[config.mk]
export PLATFORM = sky130hd
export DESIGN_NAME = display_scan_ctrl_flat
export DESIGN_NICKNAME = d
export VERILOG_FILES = /design/src/rtl/display_scan_ctrl_pkg.sv /design/src/rtl/display_scan_ctrl_if.sv /design/src/rtl/display_scan_ctrl_scan_timer.sv /design/src/rtl/display_scan_ctrl.sv /design/src/flat_wrapper.sv
export SDC_FILE = /design/constraint.sdc
export NUM_CORES = 1
export LEC_CHECK = 0
export ABC_AREA = 1
export BUFFER_PORTS_ARGS = -buffer_cell sky130_fd_sc_hd__clkbuf_2
export CAP_MARGIN = 5
export CORE_AREA = 8 8 76 145
export CTS_CLUSTER_DIAMETER = 50
export DETAILED_ROUTE_END_ITERATION = 8
export DIE_AREA = 0 0 84 153
export GPL_TIMING_DRIVEN = 1
export PLACE_DENSITY = 0.52
export SETUP_SLACK_MARGIN = 0.5
export SYNTH_ARGS = -nofsm -noshare
export SYNTH_HDL_FRONTEND = slang
export SYNTH_HIERARCHICAL = 1
export SYNTH_SLANG_ARGS = --single-unit
[constraint.sdc]
create_clock -name clk -period 5.2 [get_ports clk]
set_input_delay 1.04 -clock clk [delete_from_list [all_inputs] [get_ports clk]]
set_output_delay 1.04 -clock clk [all_outputs]
set_load 0.05 [all_outputs]
[src/rtl/display_scan_ctrl_pkg.sv]
// -----------------------------------------------------------------------------
// display_scan_ctrl_pkg
// Shared definitions for the 4-digit 7-segment scan controller:
//   - glyph codes understood by the downstream 7-segment decoder
//     (values 0-9 are plain digits; the codes below are letters/blank)
//   - scan FSM state encoding
//   - small helpers for digit enables and the count plausibility check
// -----------------------------------------------------------------------------
package display_scan_ctrl_pkg;

  localparam logic [3:0] CODE_L     = 4'hA;
  localparam logic [3:0] CODE_O     = 4'hB;
  localparam logic [3:0] CODE_E     = 4'hE;
  localparam logic [3:0] CODE_BLANK = 4'hF;

  typedef enum logic [1:0] {
    IDLE  = 2'd0,
    SHOW  = 2'd1,
    BLANK = 2'd2
  } scan_state_t;

  // One-hot digit enable for digit index sel (bit i = digit i).
  function automatic logic [3:0] onehot4(input logic [1:0] sel);
    return 4'b0001 << sel;
  endfunction

  // A count pair is implausible if either value or their sum exceeds one
  // decimal digit; the sum is taken 5 bits wide so 15+15 cannot wrap.
  function automatic logic counts_bad(input logic [3:0] f, input logic [3:0] b);
    logic [4:0] sum;
    sum = {1'b0, f} + {1'b0, b};
    return (f > 4'd9) || (b > 4'd9) || (sum > 5'd9);
  endfunction

endpackage

[src/rtl/display_scan_ctrl_if.sv]
// -----------------------------------------------------------------------------
// display_scan_ctrl_if
// Bundle between the parking-slot counters, the scan controller and the
// 7-segment decoder / digit drivers.
//   free       4  number of free slots (binary)
//   busy       4  number of occupied slots (binary)
//   code       4  nibble for the segment decoder (digit value or glyph code)
//   digit_sel  2  index of the digit owning the current slot (0..3)
//   dig_on     4  one-hot active-high digit enable, all 0 when blanked
//   frame_strb 1  1-cycle pulse on the cycle the free/busy snapshot is taken
// Modports:
//   master : the scan controller (consumes counts, drives display signals)
//   slave  : the surrounding system (supplies counts, consumes display signals)
// -----------------------------------------------------------------------------
interface display_scan_ctrl_if;
  logic [3:0] free;
  logic [3:0] busy;
  logic [3:0] code;
  logic [1:0] digit_sel;
  logic [3:0] dig_on;
  logic       frame_strb;

  modport master (
    input  free, busy,
    output code, digit_sel, dig_on, frame_strb
  );

  modport slave (
    output free, busy,
    input  code, digit_sel, dig_on, frame_strb
  );
endinterface

[src/rtl/display_scan_ctrl_scan_timer.sv]
// -----------------------------------------------------------------------------
// scan_timer
// Slot counter for the display scan. Counts 0..SCAN_DIV-1 while run is high
// and wraps; holds its value while run is low.
//   clk        system clock
//   rst_n      asynchronous active-low reset (counter -> 0)
//   run        advance the counter this cycle
//   show_phase 1 when the NEXT cycle's count lies in the display window
//              (0 .. SCAN_DIV-BLANK_CYC-1); lets the registered FSM land
//              exactly on the phase boundaries
//   slot_end   1-cycle pulse on the last count of a slot
// -----------------------------------------------------------------------------
module scan_timer
  import display_scan_ctrl_pkg::*;
#(
  parameter int SCAN_DIV  = 50000,
  parameter int BLANK_CYC = 500
) (
  input  logic clk,
  input  logic rst_n,
  input  logic run,
  output logic show_phase,
  output logic slot_end
);

  localparam int CNT_W = (SCAN_DIV > 1) ? $clog2(SCAN_DIV) : 1;
  localparam logic [CNT_W-1:0] LAST_CNT = CNT_W'(SCAN_DIV - 1);
  localparam logic [CNT_W-1:0] SHOW_CYC = CNT_W'(SCAN_DIV - BLANK_CYC);

  logic [CNT_W-1:0] cnt_reg;
  logic [CNT_W-1:0] cnt_next;

  always_comb begin
    cnt_next = cnt_reg;
    if (run) begin
      cnt_next = (cnt_reg == LAST_CNT) ? '0 : cnt_reg + 1'b1;
    end
  end

  always_ff @(posedge clk or negedge rst_n) begin
    if (!rst_n) begin
      cnt_reg <= '0;
    end else begin
      cnt_reg <= cnt_next;
    end
  end

  assign show_phase = (cnt_next < SHOW_CYC);
  assign slot_end   = run && (cnt_reg == LAST_CNT);

endmodule

[src/rtl/display_scan_ctrl.sv]
// -----------------------------------------------------------------------------
// display_scan_ctrl
// Scan scheduler for the 4-digit common-anode 7-segment display of the
// parking-slot system. Time-shares one segment decoder over four digits,
// inserts an all-off dead-time at the end of every digit slot, snapshots the
// free/busy counts once per frame and blinks the display while the car park
// is full.
// Ports:
//   clk    system clock
//   rst_n  asynchronous active-low reset
//   disp   display_scan_ctrl_if.master (free/busy in; code, digit_sel,
//          dig_on, frame_strb out -- all outputs registered)
// Digit layout: d0 = free, d1 = 'L', d2 = busy, d3 = 'O'; d0/d2 show 'E'
// when the snapshot is implausible.
// -----------------------------------------------------------------------------
module display_scan_ctrl
  import display_scan_ctrl_pkg::*;
#(
  parameter int SCAN_DIV     = 50000,
  parameter int BLANK_CYC    = 500,
  parameter int BLINK_FRAMES = 25
) (
  input  logic                  clk,
  input  logic                  rst_n,
  display_scan_ctrl_if.master   disp
);

  localparam int FCNT_W = $clog2(BLINK_FRAMES + 1);
  localparam logic [FCNT_W-1:0] BLINK_LEN = FCNT_W'(BLINK_FRAMES);

  scan_state_t       state_reg, state_next;
  logic [1:0]        digit_sel_reg, digit_sel_next;
  logic [3:0]        free_q_reg, free_q_next;
  logic [3:0]        busy_q_reg, busy_q_next;
  logic [FCNT_W-1:0] frame_cnt_reg, frame_cnt_next;
  logic              blink_off_reg, blink_off_next;
  logic [3:0]        dig_on_reg, dig_on_next;
  logic [3:0]        code_reg, code_next;
  logic              frame_strb_reg, frame_strb_next;

  logic show_phase;
  logic slot_end;
  logic start_frame;
  logic snap_bad;
  logic entering_show;

  scan_timer #(
    .SCAN_DIV  (SCAN_DIV),
    .BLANK_CYC (BLANK_CYC)
  ) u_timer (
    .clk        (clk),
    .rst_n      (rst_n),
    .run        (state_reg != IDLE),
    .show_phase (show_phase),
    .slot_end   (slot_end)
  );

  // State register
  always_ff @(posedge clk or negedge rst_n) begin
    if (!rst_n) begin
      state_reg <= IDLE;
    end else begin
      state_reg <= state_next;
    end
  end

  // Next-state logic: phase boundaries come from the timer's look-ahead.
  always_comb begin
    state_next = state_reg;
    unique case (state_reg)
      IDLE:    state_next = SHOW;
      SHOW:    if (!show_phase) state_next = BLANK;
      BLANK:   if (show_phase)  state_next = SHOW;
      default: state_next = IDLE;
    endcase
  end

  // Output / datapath next values
  always_comb begin
    // A new frame begins when leaving IDLE or when digit 3's slot ends.
    start_frame = (state_reg == IDLE) || (slot_end && (digit_sel_reg == 2'd3));

    digit_sel_next = slot_end ? digit_sel_reg + 2'd1 : digit_sel_reg;

    free_q_next = start_frame ? disp.free : free_q_reg;
    busy_q_next = start_frame ? disp.busy : busy_q_reg;
    snap_bad    = counts_bad(free_q_next, busy_q_next);

    // frame_cnt holds how many frames of the current blink half-period have
    // already been started; a cleared counter means no blinking in progress.
    frame_cnt_next = frame_cnt_reg;
    blink_off_next = blink_off_reg;
    if (start_frame) begin
      if ((free_q_next == 4'd0) && !snap_bad) begin
        if (frame_cnt_reg == BLINK_LEN) begin
          blink_off_next = ~blink_off_reg;
          frame_cnt_next = FCNT_W'(1);
        end else begin
          frame_cnt_next = frame_cnt_reg + 1'b1;
        end
      end else begin
        blink_off_next = 1'b0;
        frame_cnt_next = '0;
      end
    end

    // Content is computed from the snapshot being taken this cycle, so the
    // first slot of a frame already shows the fresh values.
    entering_show = (state_next == SHOW) && (state_reg != SHOW);
    code_next = code_reg;
    if (entering_show) begin
      unique case (digit_sel_next)
        2'd0:    code_next = snap_bad ? CODE_E : free_q_next;
        2'd1:    code_next = CODE_L;
        2'd2:    code_next = snap_bad ? CODE_E : busy_q_next;
        default: code_next = CODE_O;
      endcase
    end

    dig_on_next = ((state_next == SHOW) && !blink_off_next) ? onehot4(digit_sel_next) : 4'b0000;

    frame_strb_next = start_frame;
  end

  // Datapath / output registers
  always_ff @(posedge clk or negedge rst_n) begin
    if (!rst_n) begin
      digit_sel_reg  <= 2'd0;
      free_q_reg     <= 4'd0;
      busy_q_reg     <= 4'd0;
      frame_cnt_reg  <= '0;
      blink_off_reg  <= 1'b0;
      dig_on_reg     <= 4'b0000;
      code_reg       <= CODE_BLANK;
      frame_strb_reg <= 1'b0;
    end else begin
      digit_sel_reg  <= digit_sel_next;
      free_q_reg     <= free_q_next;
      busy_q_reg     <= busy_q_next;
      frame_cnt_reg  <= frame_cnt_next;
      blink_off_reg  <= blink_off_next;
      dig_on_reg     <= dig_on_next;
      code_reg       <= code_next;
      frame_strb_reg <= frame_strb_next;
    end
  end

  assign disp.code       = code_reg;
  assign disp.digit_sel  = digit_sel_reg;
  assign disp.dig_on     = dig_on_reg;
  assign disp.frame_strb = frame_strb_reg;

endmodule

[src/flat_wrapper.sv]
// flat-port wrapper written by rule: the top's interface ports become plain ports
module display_scan_ctrl_flat import display_scan_ctrl_pkg::*;
#(
  parameter int SCAN_DIV     = 50000,
  parameter int BLANK_CYC    = 500,
  parameter int BLINK_FRAMES = 25
)
  (clk, rst_n, disp_free, disp_busy, disp_code, disp_digit_sel, disp_dig_on, disp_frame_strb);
  display_scan_ctrl_if disp_i ();
  input  logic clk;
  input  logic rst_n;
  input wire logic [$bits(disp_i.free)-1:0] disp_free;
  input wire logic [$bits(disp_i.busy)-1:0] disp_busy;
  output wire logic [$bits(disp_i.code)-1:0] disp_code;
  output wire logic [$bits(disp_i.digit_sel)-1:0] disp_digit_sel;
  output wire logic [$bits(disp_i.dig_on)-1:0] disp_dig_on;
  output wire logic [$bits(disp_i.frame_strb)-1:0] disp_frame_strb;
  assign disp_i.free = disp_free;
  assign disp_i.busy = disp_busy;
  assign disp_code = disp_i.code;
  assign disp_digit_sel = disp_i.digit_sel;
  assign disp_dig_on = disp_i.dig_on;
  assign disp_frame_strb = disp_i.frame_strb;
  display_scan_ctrl #(.SCAN_DIV(SCAN_DIV), .BLANK_CYC(BLANK_CYC), .BLINK_FRAMES(BLINK_FRAMES)) u_core (.clk(clk), .rst_n(rst_n), .disp(disp_i));
endmodule
==> flow_metrics.tcl <==
set metrics [dict create \
    ys_ff_latch 43 \
    critical_path.reg2reg.endpoint "u_core/disp.dig_on[2]" \
    finalMaxSlewViolations 0 \
    die-height_um 153 \
    finish.net_count 398 \
    io_pins 21 \
    grt_pass1_vias 2181 \
    yosysTopAreaCellShare_pct 36.36 \
    worst-setup-path-type "register to register" \
    cts_hold_buf 0 \
    worstPathMaxFanout 22 \
    die_x_um 84 \
    layout_commonest_cell "sky130_fd_sc_hd__nand2_1" \
    tritoncts.num_buffers 5 \
    most-common-layout-cells "sky130_fd_sc_hd__nand2_1 (99), sky130_fd_sc_hd__inv_1 (53), sky130_fd_sc_hd__dfrtp_1 (39), sky130_fd_sc_hd__nor2_1 (31), sky130_fd_sc_hd__nand3_1 (26)" \
    period_minus_slack_ps 3728 \
    timing_worst_slew_pin_value_ps 946.5 \
    cts_setup_buffers 0 \
    clkSinkCount 43 \
    fin_hold_ws_ps 469.5 \
    drt-initial-drc-count 128 \
    row_count 50 \
    syn2layout_area_growth_pct 14.87 \
    largest_register_ffs 16 \
    cts_repair_resize_count 0 \
    cap_viol_max_count 0 \
    detailedRoute.firstPassIterationCount 4 \
    synth_top_area_cell "sky130_fd_sc_hd__dfrtp_1" \
    synth_fp_nets 373 \
    final_layout_size_suffix_gt1_share_pct 21.99 \
    maxSlewHeadroom_pct 36.89 \
    syn-instance-count 356 \
    grt_start_max_net_pins 44 \
    place_hpwl_mm 4.365 \
    critical_path_arrival_ps 3900 \
    overflow 0 \
    max_freq_ghz 0.2682 \
    final_cell_count_no_fill 486 \
    routed_wl_mm 5.780 \
    clk_root_buffer_cell "sky130_fd_sc_hd__clkbuf_16" \
    gr-usage-all-layers_pct 9.412 \
    via_count 2172 \
    grt_antenna_before_repair 0 \
    multiInputGateArea_um2 1331 \
    synth_enable_flop_cells 0 \
    via_per_inst 4.469 \
    core_area_um2 9196 \
    fin_setup_tns_ps 0 \
    postSynthAreaPerCell_um2 7.539 \
    crit_path_start "u_core/state_reg[0]" \
    r2r-start "u_core/state_reg[0]" \
    dominantRegCellSynth "sky130_fd_sc_hd__dfrtp_1" \
    post-route-period-util_pct 71.69 \
    globalplace.congestion 0.7860 \
    timing.reg2reg.setup_slack_ps 1470 \
    rsz_0062_raised_after_global_routing "false" \
    grt_pass1_wl_mm 10.02 \
    initial_core_util_pct 29.18 \
    regArea_um2 1081 \
    post-place-ws_ps 1488 \
    outcome "complete, no violations" \
    ir_drop_mv 0.1566 \
    power.density_cell_area_nw_per_um2 262.0 \
    floorplan.die_area_um2 12850 \
    portBuffers 20 \
    async_flop_share_pct 100.0 \
    tritoncts "yes" \
    reported_leakage_power_nw 1.640 \
    placement.cell_area_um2 2890 \
    worstSetupStartpointType "register" \
    hold_class "register to register" \
    fill_cells 963 \
    finish.instance_area_um2 3083 \
    placed_cells_incl_taps 478 \
    synth.yosys.warnings 6 \
    worstPathRequired_ps 5370 \
    clock_latency_late_sink_ps 290 \
    finalHoldViolCount 0 \
    synthTopCellsByArea "sky130_fd_sc_hd__dfrtp_1 (36%), sky130_fd_sc_hd__nand2_1 (14%), sky130_fd_sc_hd__inv_1 (7.4%), sky130_fd_sc_hd__nand3_1 (4.8%), sky130_fd_sc_hd__nor2_1 (4.3%)" \
    synth_cell_types 35 \
    cts-root-to-sink-buffers 2 \
    setup_ws_ps 1472 \
    synth_sequential_area_ratio_pct 40.28 \
    finalClockSkew_ps 4.151 \
    worst_setup_ep_type "register" \
    final_cell_utilization_of_the_core_pct 33.52 \
    route.detailed.wl_per_inst_um 11.89 \
    antenna-diode-count 0 \
    clkSlewWorstSetupHoldPaths_ps 60 \
    cts_htree_levels 2 \
    detail_route.drc_violations 0 \
    mappedNetlistArea_um2 2684 \
    setup_viol 0 \
    antenna_violating_nets_post_route 0 \
    power.total_mw 0.8078 \
    timing.reg2reg.worst_path_depth 25 \
    critical_path.endpoint "u_core/disp.dig_on[2]" \
]
## power breakdown
part / internal, mW / switching [mW]
Combinational: 0.0171 / 0.0388
Sequential: 0.341 / 0.00277
Clock: 0.275 / 0.133
## cells in the mapped netlist, types with 4 or more instances
cell / instances
sky130_fd_sc_hd__nor3_1: 4
sky130_fd_sc_hd__nand2_4: 4
sky130_fd_sc_hd__a21oi_1: 8
sky130_fd_sc_hd__nand3_1: 26
sky130_fd_sc_hd__inv_2: 5
sky130_fd_sc_hd__dfrtp_1: 39
sky130_fd_sc_hd__dfstp_2: 4
sky130_fd_sc_hd__ha_1: 7
sky130_fd_sc_hd__inv_1: 53
sky130_fd_sc_hd__o21ai_1: 4
sky130_fd_sc_hd__nor2_4: 4
sky130_fd_sc_hd__nor2_2: 7
sky130_fd_sc_hd__o21ai_0: 4
sky130_fd_sc_hd__nor2_1: 31
sky130_fd_sc_hd__nand2_1: 99
sky130_fd_sc_hd__nand2_2: 16
sky130_fd_sc_hd__xor2_1: 6
sky130_fd_sc_hd__nand4_1: 6
sky130_fd_sc_hd__nand3_2: 4
## cell families after synthesis
kind of cell	Yosys count	synth area share [%]
simple gates	212	39.44
buf+inv	65	10.12
flops	43	40.28
compound gates	22	4.616
xor+xnor	7	2.284
fa+ha+maj	7	3.263
## worst max-delay path: stages, from the launching register on
cell                       delay [ps]
sky130_fd_sc_hd__dfrtp_1          400
sky130_fd_sc_hd__inv_1             60
sky130_fd_sc_hd__nand2_1           60
sky130_fd_sc_hd__buf_4            240
sky130_fd_sc_hd__nand3_1          100
sky130_fd_sc_hd__nor2_1           140
sky130_fd_sc_hd__nand3_2          140
sky130_fd_sc_hd__clkinv_2         200
sky130_fd_sc_hd__nand2_4          120
sky130_fd_sc_hd__o21ai_2          380
sky130_fd_sc_hd__inv_4            100
sky130_fd_sc_hd__or2_1            260
sky130_fd_sc_hd__o21ai_2           70
sky130_fd_sc_hd__inv_2             80
sky130_fd_sc_hd__ha_1             220
sky130_fd_sc_hd__ha_1             180
sky130_fd_sc_hd__inv_1             70
sky130_fd_sc_hd__nand2_2           70
sky130_fd_sc_hd__a21boi_1         150
sky130_fd_sc_hd__nor2_2            60
sky130_fd_sc_hd__nor2_4           130
sky130_fd_sc_hd__nand3_4          120
sky130_fd_sc_hd__nand2_2           80
sky130_fd_sc_hd__nand2_2           60
sky130_fd_sc_hd__nand2_2           80
sky130_fd_sc_hd__nor2_1            50
## how the worst min path moves through the flow
| stage | from | end | slack, ps | depth (start not counted) |
|---|---|---|---|---|
| final | u_core/disp.code[2] | u_core/disp.code[2] | 470 | 2 |
| after global routing | u_core/disp.code[3] | u_core/disp.code[3] | 510 | 2 |
| after CTS | u_core/disp.code[2] | u_core/disp.code[2] | 470 | 2 |
| after detailed placement | u_core/disp.code[2] | u_core/disp.code[2] | 460 | 2 |
| after global placement | u_core/disp.code[2] | u_core/disp.code[2] | 470 | 2 |
| after floorplan | u_core/busy_q_reg[0] | u_core/busy_q_reg[0] | 460 | 2 |
## metal layers
metal / up-vias / routed length (µm) / GRT usage [%]
li1: 1154 / - / -
met1: 982 / 2867 / 12.05
met2: 30 / 2587 / 14.49
met3: 6 / 236 / 2.555
met4: 0 / 89 / 3.811
met5: - / 0 / 0
## area by class of cell
cell class,instances,area share (%)
clock buffer,5,4.058
inverter,61,7.549
clock inverter,3,2.192
sequential,43,35.07
multi-input combinational,248,43.18
tap,104,4.221
timing repair buffer,22,3.734
Power figures use the tool's default switching activity.
